**src/rtl/wb_write_arbiter_pkg.sv**
```systemverilog
// Shared types and constants for the register-file write-back arbiter.
package wb_write_arbiter_pkg;

  localparam int unsigned REG_W    = 5;
  localparam int unsigned DATA_W   = 32;
  localparam int unsigned NUM_REGS = 32;
  localparam logic [REG_W-1:0] REG_ZERO = 5'd0;

  typedef enum logic [1:0] {
    StIdle,
    StPend,
    StStall
  } arb_state_e;

  // One-hot decode of a register index, used to build the busy mask.
  function automatic logic [NUM_REGS-1:0] reg_onehot(input logic [REG_W-1:0] r);
    reg_onehot = {{(NUM_REGS-1){1'b0}}, 1'b1} << r;
  endfunction

endpackage

```
**src/rtl/wb_write_arbiter_result_fifo.sv**
```systemverilog
// DEPTH-entry FIFO of mul/div results (destination register + data). Exposes the head, the
// occupancy and per-entry valid/destination so the top can build the busy mask.
module wb_result_fifo
  import wb_write_arbiter_pkg::*;
#(
  parameter int unsigned DEPTH = 2,
  localparam int unsigned PtrW = $clog2(DEPTH),
  localparam int unsigned CntW = PtrW + 1
) (
  input  logic                          clk_i,
  input  logic                          rst_ni,
  input  logic                          push_i,
  input  logic [REG_W-1:0]              push_reg_i,
  input  logic [DATA_W-1:0]             push_data_i,
  input  logic                          pop_i,
  output logic [REG_W-1:0]              head_reg_o,
  output logic [DATA_W-1:0]             head_data_o,
  output logic [CntW-1:0]               count_o,
  output logic                          full_o,
  output logic                          empty_o,
  output logic [DEPTH-1:0]              entry_valid_o,
  output logic [DEPTH-1:0][REG_W-1:0]   entry_reg_o
);

  logic [REG_W-1:0]  mem_reg_q  [DEPTH];
  logic [DATA_W-1:0] mem_data_q [DEPTH];
  logic [PtrW-1:0]   wr_ptr_q, rd_ptr_q;
  logic [CntW-1:0]   count_q;
  logic              push, pop;
  logic [PtrW-1:0]   offs;

  assign full_o      = (count_q == CntW'(DEPTH));
  assign empty_o     = (count_q == '0);
  // Full is judged on the current state, so a same-cycle pop never frees room for a push.
  assign push        = push_i && !full_o;
  assign pop         = pop_i && !empty_o;
  assign head_reg_o  = mem_reg_q[rd_ptr_q];
  assign head_data_o = mem_data_q[rd_ptr_q];
  assign count_o     = count_q;

  // Storage, pointers and occupancy.
  always_ff @(posedge clk_i or negedge rst_ni) begin
    if (!rst_ni) begin
      wr_ptr_q <= '0;
      rd_ptr_q <= '0;
      count_q  <= '0;
      for (int i = 0; i < DEPTH; i++) begin
        mem_reg_q[i]  <= REG_ZERO;
        mem_data_q[i] <= '0;
      end
    end else begin
      if (push) begin
        mem_reg_q[wr_ptr_q]  <= push_reg_i;
        mem_data_q[wr_ptr_q] <= push_data_i;
        wr_ptr_q             <= wr_ptr_q + 1'b1;
      end
      if (pop) begin
        rd_ptr_q <= rd_ptr_q + 1'b1;
      end
      case ({push, pop})
        2'b10:   count_q <= count_q + 1'b1;
        2'b01:   count_q <= count_q - 1'b1;
        default: count_q <= count_q;
      endcase
    end
  end

  // An entry is live if its distance from the read pointer is below the occupancy.
  always_comb begin
    offs = '0;
    for (int i = 0; i < DEPTH; i++) begin
      offs             = PtrW'(i) - rd_ptr_q;
      entry_valid_o[i] = ({1'b0, offs} < count_q);
      entry_reg_o[i]   = mem_reg_q[i];
    end
  end

endmodule

```
**src/rtl/wb_write_arbiter.sv**
```systemverilog
// Sole driver of the register-file write port. Pipeline write-back has priority; mul/div results
// wait in a FIFO and a starvation counter forces a one-cycle pipeline bubble to drain them.
module wb_write_arbiter
  import wb_write_arbiter_pkg::*;
#(
  parameter int unsigned DEPTH        = 2,
  parameter int unsigned STARVE_LIMIT = 4
) (
  input  logic                clk,
  input  logic                rst,
  input  logic                wbValid,
  input  logic [REG_W-1:0]    wbReg,
  input  logic [DATA_W-1:0]   wbData,
  input  logic                mdValid,
  output logic                mdReady,
  input  logic [REG_W-1:0]    mdReg,
  input  logic [DATA_W-1:0]   mdData,
  output logic                we,
  output logic [REG_W-1:0]    writeRegister,
  output logic [DATA_W-1:0]   writeData,
  output logic                stallReq,
  output logic [NUM_REGS-1:0] busyMask,
  output logic                protocolErr
);

  localparam int unsigned PtrW    = $clog2(DEPTH);
  localparam int unsigned CntW    = PtrW + 1;
  localparam int unsigned StarveW = $clog2(STARVE_LIMIT + 1);

  logic                        fifo_full, fifo_empty;
  logic [CntW-1:0]             fifo_count, cnt_after;
  logic [REG_W-1:0]            head_reg;
  logic [DATA_W-1:0]           head_data;
  logic [DEPTH-1:0]            entry_valid;
  logic [DEPTH-1:0][REG_W-1:0] entry_reg;
  logic                        md_push, fifo_grant;
  arb_state_e                  state_q;
  logic [StarveW-1:0]          starve_q;
  logic                        prot_err_q;

  assign mdReady  = !fifo_full;
  assign md_push  = mdValid && mdReady;
  // A stall cycle also lands here: the pipeline still wins if it violates the stall.
  assign fifo_grant  = !wbValid && !fifo_empty;
  assign stallReq    = (state_q == StStall);
  assign protocolErr = prot_err_q;

  wb_result_fifo #(
    .DEPTH (DEPTH)
  ) u_fifo (
    .clk_i         (clk),
    .rst_ni        (rst),
    .push_i        (md_push),
    .push_reg_i    (mdReg),
    .push_data_i   (mdData),
    .pop_i         (fifo_grant),
    .head_reg_o    (head_reg),
    .head_data_o   (head_data),
    .count_o       (fifo_count),
    .full_o        (fifo_full),
    .empty_o       (fifo_empty),
    .entry_valid_o (entry_valid),
    .entry_reg_o   (entry_reg)
  );

  // Write-port mux; writes to $0 are granted (and popped) but never enabled.
  always_comb begin
    we            = 1'b0;
    writeRegister = REG_ZERO;
    writeData     = '0;
    if (wbValid) begin
      writeRegister = wbReg;
      writeData     = wbData;
      we            = (wbReg != REG_ZERO);
    end else if (fifo_grant) begin
      writeRegister = head_reg;
      writeData     = head_data;
      we            = (head_reg != REG_ZERO);
    end
  end

  // Occupancy after this edge, used to decide when the FSM returns to idle.
  always_comb begin
    cnt_after = fifo_count;
    if (md_push && !fifo_grant) begin
      cnt_after = fifo_count + 1'b1;
    end else if (!md_push && fifo_grant) begin
      cnt_after = fifo_count - 1'b1;
    end
  end

  // Registers with results still queued; $0 never needs protecting.
  always_comb begin
    busyMask = '0;
    for (int i = 0; i < DEPTH; i++) begin
      if (entry_valid[i]) begin
        busyMask = busyMask | reg_onehot(entry_reg[i]);
      end
    end
    busyMask[0] = 1'b0;
  end

  // Arbiter FSM, starvation counter and sticky protocol-error flag.
  always_ff @(posedge clk or negedge rst) begin
    if (!rst) begin
      state_q    <= StIdle;
      starve_q   <= '0;
      prot_err_q <= 1'b0;
    end else begin
      if (state_q == StStall && wbValid) begin
        prot_err_q <= 1'b1;
      end
      case (state_q)
        StIdle: begin
          starve_q <= '0;
          if (md_push) state_q <= StPend;
        end
        StPend: begin
          if (fifo_grant) begin
            starve_q <= '0;
            if (cnt_after == '0) state_q <= StIdle;
          end else if (starve_q == StarveW'(STARVE_LIMIT - 1)) begin
            starve_q <= '0;
            state_q  <= StStall;
          end else begin
            starve_q <= starve_q + 1'b1;
          end
        end
        StStall: begin
          starve_q <= '0;
          state_q  <= (cnt_after == '0) ? StIdle : StPend;
        end
        default: begin
          starve_q <= '0;
          state_q  <= StIdle;
        end
      endcase
    end
  end

endmodule

```
**config.mk**
```make
export PLATFORM = sky130hd
export DESIGN_NAME = wb_write_arbiter
export DESIGN_NICKNAME = d
export VERILOG_FILES = /design/src/rtl/wb_write_arbiter_pkg.sv /design/src/rtl/wb_write_arbiter_result_fifo.sv /design/src/rtl/wb_write_arbiter.sv
export SDC_FILE = /design/constraint.sdc
export NUM_CORES = 1
export LEC_CHECK = 0
export BUFFER_PORTS_ARGS = -buffer_cell sky130_fd_sc_hd__buf_2
export CAP_MARGIN = 20
export CELL_PAD_IN_SITES_DETAIL_PLACEMENT = 0
export CELL_PAD_IN_SITES_GLOBAL_PLACEMENT = 2
export CORE_MARGIN = 2
export CORE_UTILIZATION = 28
export CTS_BUF_LIST = sky130_fd_sc_hd__clkbuf_8 sky130_fd_sc_hd__clkbuf_16
export DETAILED_ROUTE_END_ITERATION = 10
export PLACE_DENSITY = 0.87
export SLEW_MARGIN = 20
export SYNTH_ARGS = -nofsm -noshare
export SYNTH_HDL_FRONTEND = slang
export SYNTH_SLANG_ARGS = --single-unit
```
**constraint.sdc**
```tcl
create_clock -name clk -period 2 [get_ports clk]
set_clock_uncertainty 0.05 [all_clocks]
set_input_delay 0.2 -clock clk [delete_from_list [all_inputs] [get_ports clk]]
set_output_delay 0.2 -clock clk [all_outputs]
set_load 0.05 [all_outputs]
```
======== After elaboration in Yosys (flattened, before gate mapping) ========
Cells that the tools add are included.
cells by class
  add/subtract/negate cells ............... 7
  magnitude comparators ................... 5
  eq/ne operators ......................... 9
  shift-type cells ........................ 2
  multiplexer cells ....................... 32
  bitwise gates (word level) .............. 3
  reductions and logical operators ........ 20
operator list
  kind                                                 count
  two-way mux 32 bit                                   8
  bitwise mux 64 bit                                   1
  << shifter 1 x 5 -> 32 bit, first input constant     2
  demux 32 bit (select 1 bit)                          1
  OR 32 bit                                            1
  two-way mux 5 bit                                    6
  two-way mux 2 bit                                    6
  bitwise mux 10 bit                                   1
  nonzero test 5 bit                                   2
  two-way mux 3 bit                                    3
  logical AND 1 bit                                    8
  equality test 2 bit, second input constant           3
  logical NOT 2 bit                                    3
  != test 3 bit, second input constant                 2
  case mux 2 bit (3 select lines)                      1
  demux 5 bit (select 1 bit)                           1
  logical NOT 1 bit                                    5
  equality test 2 x 1 -> 1 bit, second input constant  2
  >= comparator 2 bit, second input constant           2
  < comparator 1 x 2 -> 1 bit                          2
  NOT 1 -> 2 bit                                       2
  case mux 2 bit (2 select lines)                      1
  adder 3 x 1 -> 3 bit, second input constant          1
  equality test 3 x 2 -> 1 bit, second input constant  1
  9 further kinds                                      13
storage, ports and cells
  flip-flop bits (word level) ............. 84
  input bits .............................. 78
  output and inout port bits .............. 73
  word-level logic and storage cells ...... 88

======== Longest topological paths before layout ========
  depth after elaboration ................. 11
  mapped depth ............................ 8
  depth with buffers taken out ............ 7

======== Modules after synthesis ========
Synthesis repeated with hierarchy kept, for this count alone.
second synthesis, totals
  cell total of the unflattened synthesis .. 443
  area, all modules ....................... 4,932.2 sq um
by module, submodules not included
  module            times used  cells an instance  area each (sq um)  sequential area each (sq um)
  wb_result_fifo    1           218                3,580.9            1,951.9
  wb_write_arbiter  1           225                1,351.3            150.1

======== Worst setup path after synthesis ========
OpenSTA, ideal clock, no wires.
  path kind ............................... reg2out
  from .................................... register u_fifo.count_q[0], in the netlist u_fifo.count_o[0]
  to ...................................... output we
  arrival ................................. 2,393 ps
  data required time ...................... 1,750 ps
  setup slack ............................. -643 ps
  stages on the path, launching flop included .. 9
  path buffers ............................ 2
  cell sequence ........................... dfrtp_1 > inv_2 > ha_1 > or2_1 > buf_2 > buf_2 > o21ai_1 > a21oi_1 > o31ai_1
on the way
  word-level cells in the longest chain between the ends .. 5
RTL lines
  what                      RTL line                            RTL
  start: declaration        wb_write_arbiter_result_fifo.sv:28  logic [CntW-1:0] count_q;
  start signal: assignment  wb_write_arbiter_result_fifo.sv:61  2'b10: count_q <= count_q + 1'b1;
  start signal: assignment  wb_write_arbiter_result_fifo.sv:62  2'b01: count_q <= count_q - 1'b1;
  start signal: assignment  wb_write_arbiter_result_fifo.sv:63  default: count_q <= count_q;
  logical NOT 2 bit         wb_write_arbiter_result_fifo.sv:33  assign empty_o = (count_q == '0);
  logical NOT 1 bit         wb_write_arbiter.sv:44              assign fifo_grant = !wbValid && !fifo_empty;
  logical AND 1 bit         wb_write_arbiter.sv:44
  two-way mux 1 bit         wb_write_arbiter.sv:75              end else if (fifo_grant) begin
  two-way mux 1 bit         wb_write_arbiter.sv:71              if (wbValid) begin
  end: declaration          wb_write_arbiter.sv:18              output logic we,
No other way between the ends.

======== Worst setup path in the final report ========
  from .................................... register u_fifo.rd_ptr_q
  to ...................................... output busyMask[4]
on the way
  word-level cells in the longest chain between the ends .. 5
  elaborated cells between the ends (all ways) .. 7
  those cells by class .................... add/sub (2); order compare (2); mux (2); bitwise (1)
RTL lines
  what                         RTL line                            RTL
  start: declaration           wb_write_arbiter_result_fifo.sv:27  logic [PtrW-1:0] wr_ptr_q, rd_ptr_q;
  start signal: assignment     wb_write_arbiter_result_fifo.sv:58  rd_ptr_q <= rd_ptr_q + 1'b1;
  subtractor 1 bit             wb_write_arbiter_result_fifo.sv:72  offs = PtrW'(i) - rd_ptr_q;
  < comparator 1 x 2 -> 1 bit  wb_write_arbiter_result_fifo.sv:73  entry_valid_o[i] = ({1'b0, offs} < count_q);
  two-way mux 32 bit           wb_write_arbiter.sv:96              if (entry_valid[i]) begin
  OR 32 bit                    wb_write_arbiter.sv:97              busyMask = busyMask | reg_onehot(entry_reg[i]);
  two-way mux 32 bit *         wb_write_arbiter.sv:96
  end: declaration             wb_write_arbiter.sv:22              output logic [NUM_REGS-1:0] busyMask,
Mark *: on every way between the ends. The rest lies on a longest branch, timed or not.

==> run summary <==
sequential area share after synthesis - 46.5%
placeable core region - 15800 um^2
area grow syn2layout - 54.2%
count of antenna diodes in the layout - 0
source-to-sink clock delay at the later pin of the worst-skew pair - 0.33 ns
non-filler cells, final - 788
failing checks - negative setup slack
Worst Max-Slew Pin Slew - 0.532 ns
buffer depth of the longest clock path - 2
least setup slack across all paths after layout - -0.0428 ns
worst slew margin relative to its limit - 64.6%
cell area after placement - 5690 um^2
fraction of layout instances using a drive strength above 1 - 60.7%
Placed Cells incl. Taps - 760
length of the first detailed-routing pass in iterations - 4
setup repair after global routing missed its margin - yes
initial core utilization - 28.6%
clock input transition at the sequential cells of the worst setup and hold paths - 0.07 ns
CTS H-tree lvls - 3
average detailed-routed wire length per instance - 16.4 um
outcome - complete, but fails checks
Ports - 151
total die area - 17200 um^2
Final Cycle Share - 102%
signal arrival time at the worst endpoint - 1.79 ns
pin count of the biggest net entering global routing - 47
Vias - 3815
number of setup violations in the final report - 28
antenna violations before repair - 1
number of DRC markers after the initial detailed-route iteration - 93
total of buffers placed on input and output ports - 149
category of the critical setup timing path - flip-flop to output pin
worst-path fanout max - 7
sinks on the clock net - 84
number of fill cells in the layout - 1446
CP Capture Type - output pin
total area of multi-input combinational cells - 2750 um^2
Pleak - 3.02 nW
buffer cell driving the clock tree root - sky130_fd_sc_hd__clkbuf_16
CTS buffer count - 9
register area - 2110 um^2
DR DRC count - 0
Power Dens Cells - 1750 nW/um^2
number of nets produced by synthesis - 490
kind of start point of the critical path - flip-flop
post-detailed-route count of antenna-violating nets - 0
Period minus WS final - 2.04 ns
FP Rows - 46
via count normalized by instance count - 4.84
register bit count reported by yosys - 84
count of cell types in the netlist - 40
Post-Synthesis Cells - 408
achievable clock frequency - 0.490 GHz
final hold violation count - 0
CTS tree - done
Slew Viols, Final - 0
remaining global-route overflow - 0
Maximum Capacitance Violations - 0
Data required, critical path - 1.75 ns
number of warnings issued by yosys - 0
synthesized area divided by synthesized cell count - 11.1 um^2
vias in the first global route - 3920
Max IR drop VDD - 0.755 mV
routability cong. - 0.813
post-DP HPWL - 8.71 mm
Chip Height - 131 um
wire length of the first global-routing pass - 19.6 mm
overall die width - 131 um
post-synthesis instance area - 4520 um^2
class of the most critical hold timing path - input port to flip-flop
# nets final - 649
Final Cell Area - 6970 um^2
Overall Global Routing Usage - 14.7%
total wire length after detailed routing - 12.9 mm
==> path summary, 6_finish.rpt <==
check | start | slack, ns | depth (start not counted) | to
setup reg to reg | u_fifo.count_o[1]$_DFFE_PN0P_ | 0.05 | 9 | state_q[0]$_DFFE_PN0P_
hold reg to reg | starve_q[0]$_DFF_PN0_ | 0.40 | 1 | starve_q[0]$_DFF_PN0_
hold / removal | mdData[1] | 0.04 | 2 | u_fifo.mem_data_q[33]$_DFFE_PN0P_
setup / recovery | u_fifo.rd_ptr_q$_DFFE_PN0P_ | -0.04 | 4 | busyMask[4]
min in group asynchronous | rst | 0.34 | 2 | protocolErr$_DFFE_PN0P_
max in group asynchronous | rst | 0.92 | 3 | u_fifo.mem_data_q[22]$_DFFE_PN0P_
==> layout make-up <==
cell class,instances,area share (%)
inverters,7,0.377
clock inverters,7,1.08
clock buffers,9,3.23
well taps,216,3.88
flip-flops and latches,84,30.2
repair buffers,179,21.7
multi-input cells,286,39.5
==> cells by family after synthesis <==
| logic type | Yosys count | synth area share, % |
|---|---|---|
| buffers and inverters | 38 | 3.98 |
| adder cells (fa/ha/maj) | 4 | 1.11 |
| other | 1 | 0.0829 |
| AND/OR/NAND/NOR | 87 | 9.88 |
| multiplexers | 111 | 26.6 |
| XOR/XNOR | 4 | 0.775 |
| AO/OA/AOI/OAI | 79 | 11.1 |
| flip-flops | 84 | 46.5 |
==> synth_stat cells, drive strengths merged <==
| cell | instances | area (um^2) |
|---|---|---|
| nor3 | 2 | 10.0 |
| dfrtp | 84 | 2100 |
| or3b | 5 | 43.8 |
| or4 | 1 | 7.51 |
| xnor2 | 4 | 35.0 |
| nand3b | 10 | 75.1 |
| mux2 | 74 | 833 |
| conb | 1 | 3.75 |
| or3 | 4 | 25.0 |
| buf | 16 | 97.6 |
| nor2 | 9 | 41.3 |
| a31oi | 1 | 6.26 |
| mux2i | 37 | 370 |
| clkbuf | 15 | 56.3 |
| or2 | 1 | 6.26 |
| inv | 7 | 26.3 |
| a21oi | 3 | 15.0 |
| a21bo | 1 | 10.0 |
| o21ai | 39 | 199 |
| nor2b | 2 | 15.0 |
| nor3b | 3 | 22.5 |
| nand3 | 6 | 30.0 |
| o31ai | 1 | 7.51 |
| nand2 | 43 | 164 |
| nand2b | 1 | 6.26 |
| o22ai | 31 | 238 |
| a21o | 1 | 7.51 |
| o32ai | 1 | 8.76 |
| o41ai | 1 | 8.76 |
| ha | 4 | 50.1 |
==> per-stage QoR <==
step	util [%]	setup WS [ns]	hold WS, ns	power, mW	setup TNS, ns
floorplan	-	-0.169	-0.146	7.54	-6.01
global placement	35.9	0.107	0.152	8.81	0
detailed placement	35.9	0.102	0.170	8.97	0
CTS	42.2	-0.0533	0.0244	11.8	-1.15
global route	44.0	-0.0949	0.0334	12.8	-3.70
finish	44.0	-0.0428	0.0391	12.2	-0.434
==> critical path, stage by stage, from the launching register on <==
cell and delay [ns]:
sky130_fd_sc_hd__dfrtp_2 0.45, sky130_fd_sc_hd__o21ai_2 0.15, sky130_fd_sc_hd__or3b_4 0.49, sky130_fd_sc_hd__o22ai_2 0.19, sky130_fd_sc_hd__buf_6 0.18
==> routing by layer <==
layer | share of wire (%) | routed length [um] | up-vias | GRT usage, %
met4 | 1.0 | 134 | 2 | 4.38
met2 | 49 | 6380 | 111 | 25.2
met1 | 44 | 5690 | 1887 | 18.2
met3 | 5.5 | 715 | 13 | 3.61
li1 | - | - | 1802 | -
met5 | 0.077 | 10 | - | 0
==> state kept, by name (all words and copies together) (netlist names) <==
name,flops
u_fifo.entry_reg_o,10
starve_q,3
u_fifo.rd_ptr_q,1
protocolErr,1
state_q,2
u_fifo.count_o,2
u_fifo.mem_data_q,64
u_fifo.wr_ptr_q,1
==> report_power, final <==
| part | internal [mW] | leakage [nW] | switching (mW) | total [mW] |
|---|---|---|---|---|
| Clock | 0.974 | 0.138 | 0.695 | 1.67 |
| Combinational | 3.14 | 1.89 | 4.22 | 7.36 |
| Sequential | 2.56 | 0.992 | 0.581 | 3.14 |
==> repair_timing <==
action	4_1_cts	5_1_grt
hold buffers	1	0
pin swaps	18	21
gates cloned	1	1
endpoints found under the hold margin	38	0
endpoints found under the setup margin	69	75
buffers inserted	9	1
gates resized for setup	173	53
==> cell usage in the layout, fill, tap and decap left out, types with 4 or more instances in the layout <==
master                      netlist  final
sky130_fd_sc_hd__mux2_1          17     17
sky130_fd_sc_hd__inv_2            3      4
sky130_fd_sc_hd__buf_4            7     24
sky130_fd_sc_hd__o21ai_2          1     25
sky130_fd_sc_hd__xnor2_1          4      4
sky130_fd_sc_hd__buf_2            9     80
sky130_fd_sc_hd__nand3b_1        10     10
sky130_fd_sc_hd__or3b_4           0      5
sky130_fd_sc_hd__buf_6            0     65
sky130_fd_sc_hd__mux2_2          57     57
sky130_fd_sc_hd__nand2_1         42     41
sky130_fd_sc_hd__nor2_1           8      8
sky130_fd_sc_hd__o22ai_1         24      5
sky130_fd_sc_hd__dfrtp_1         84     81
sky130_fd_sc_hd__o22ai_4          0      7
sky130_fd_sc_hd__mux2i_1         37     35
sky130_fd_sc_hd__nand3_1          6      5
sky130_fd_sc_hd__o22ai_2          7     19
sky130_fd_sc_hd__o21ai_4          0     13
sky130_fd_sc_hd__buf_12           0      7
sky130_fd_sc_hd__clkbuf_16        0     10
Power figures use the tool's default switching activity.
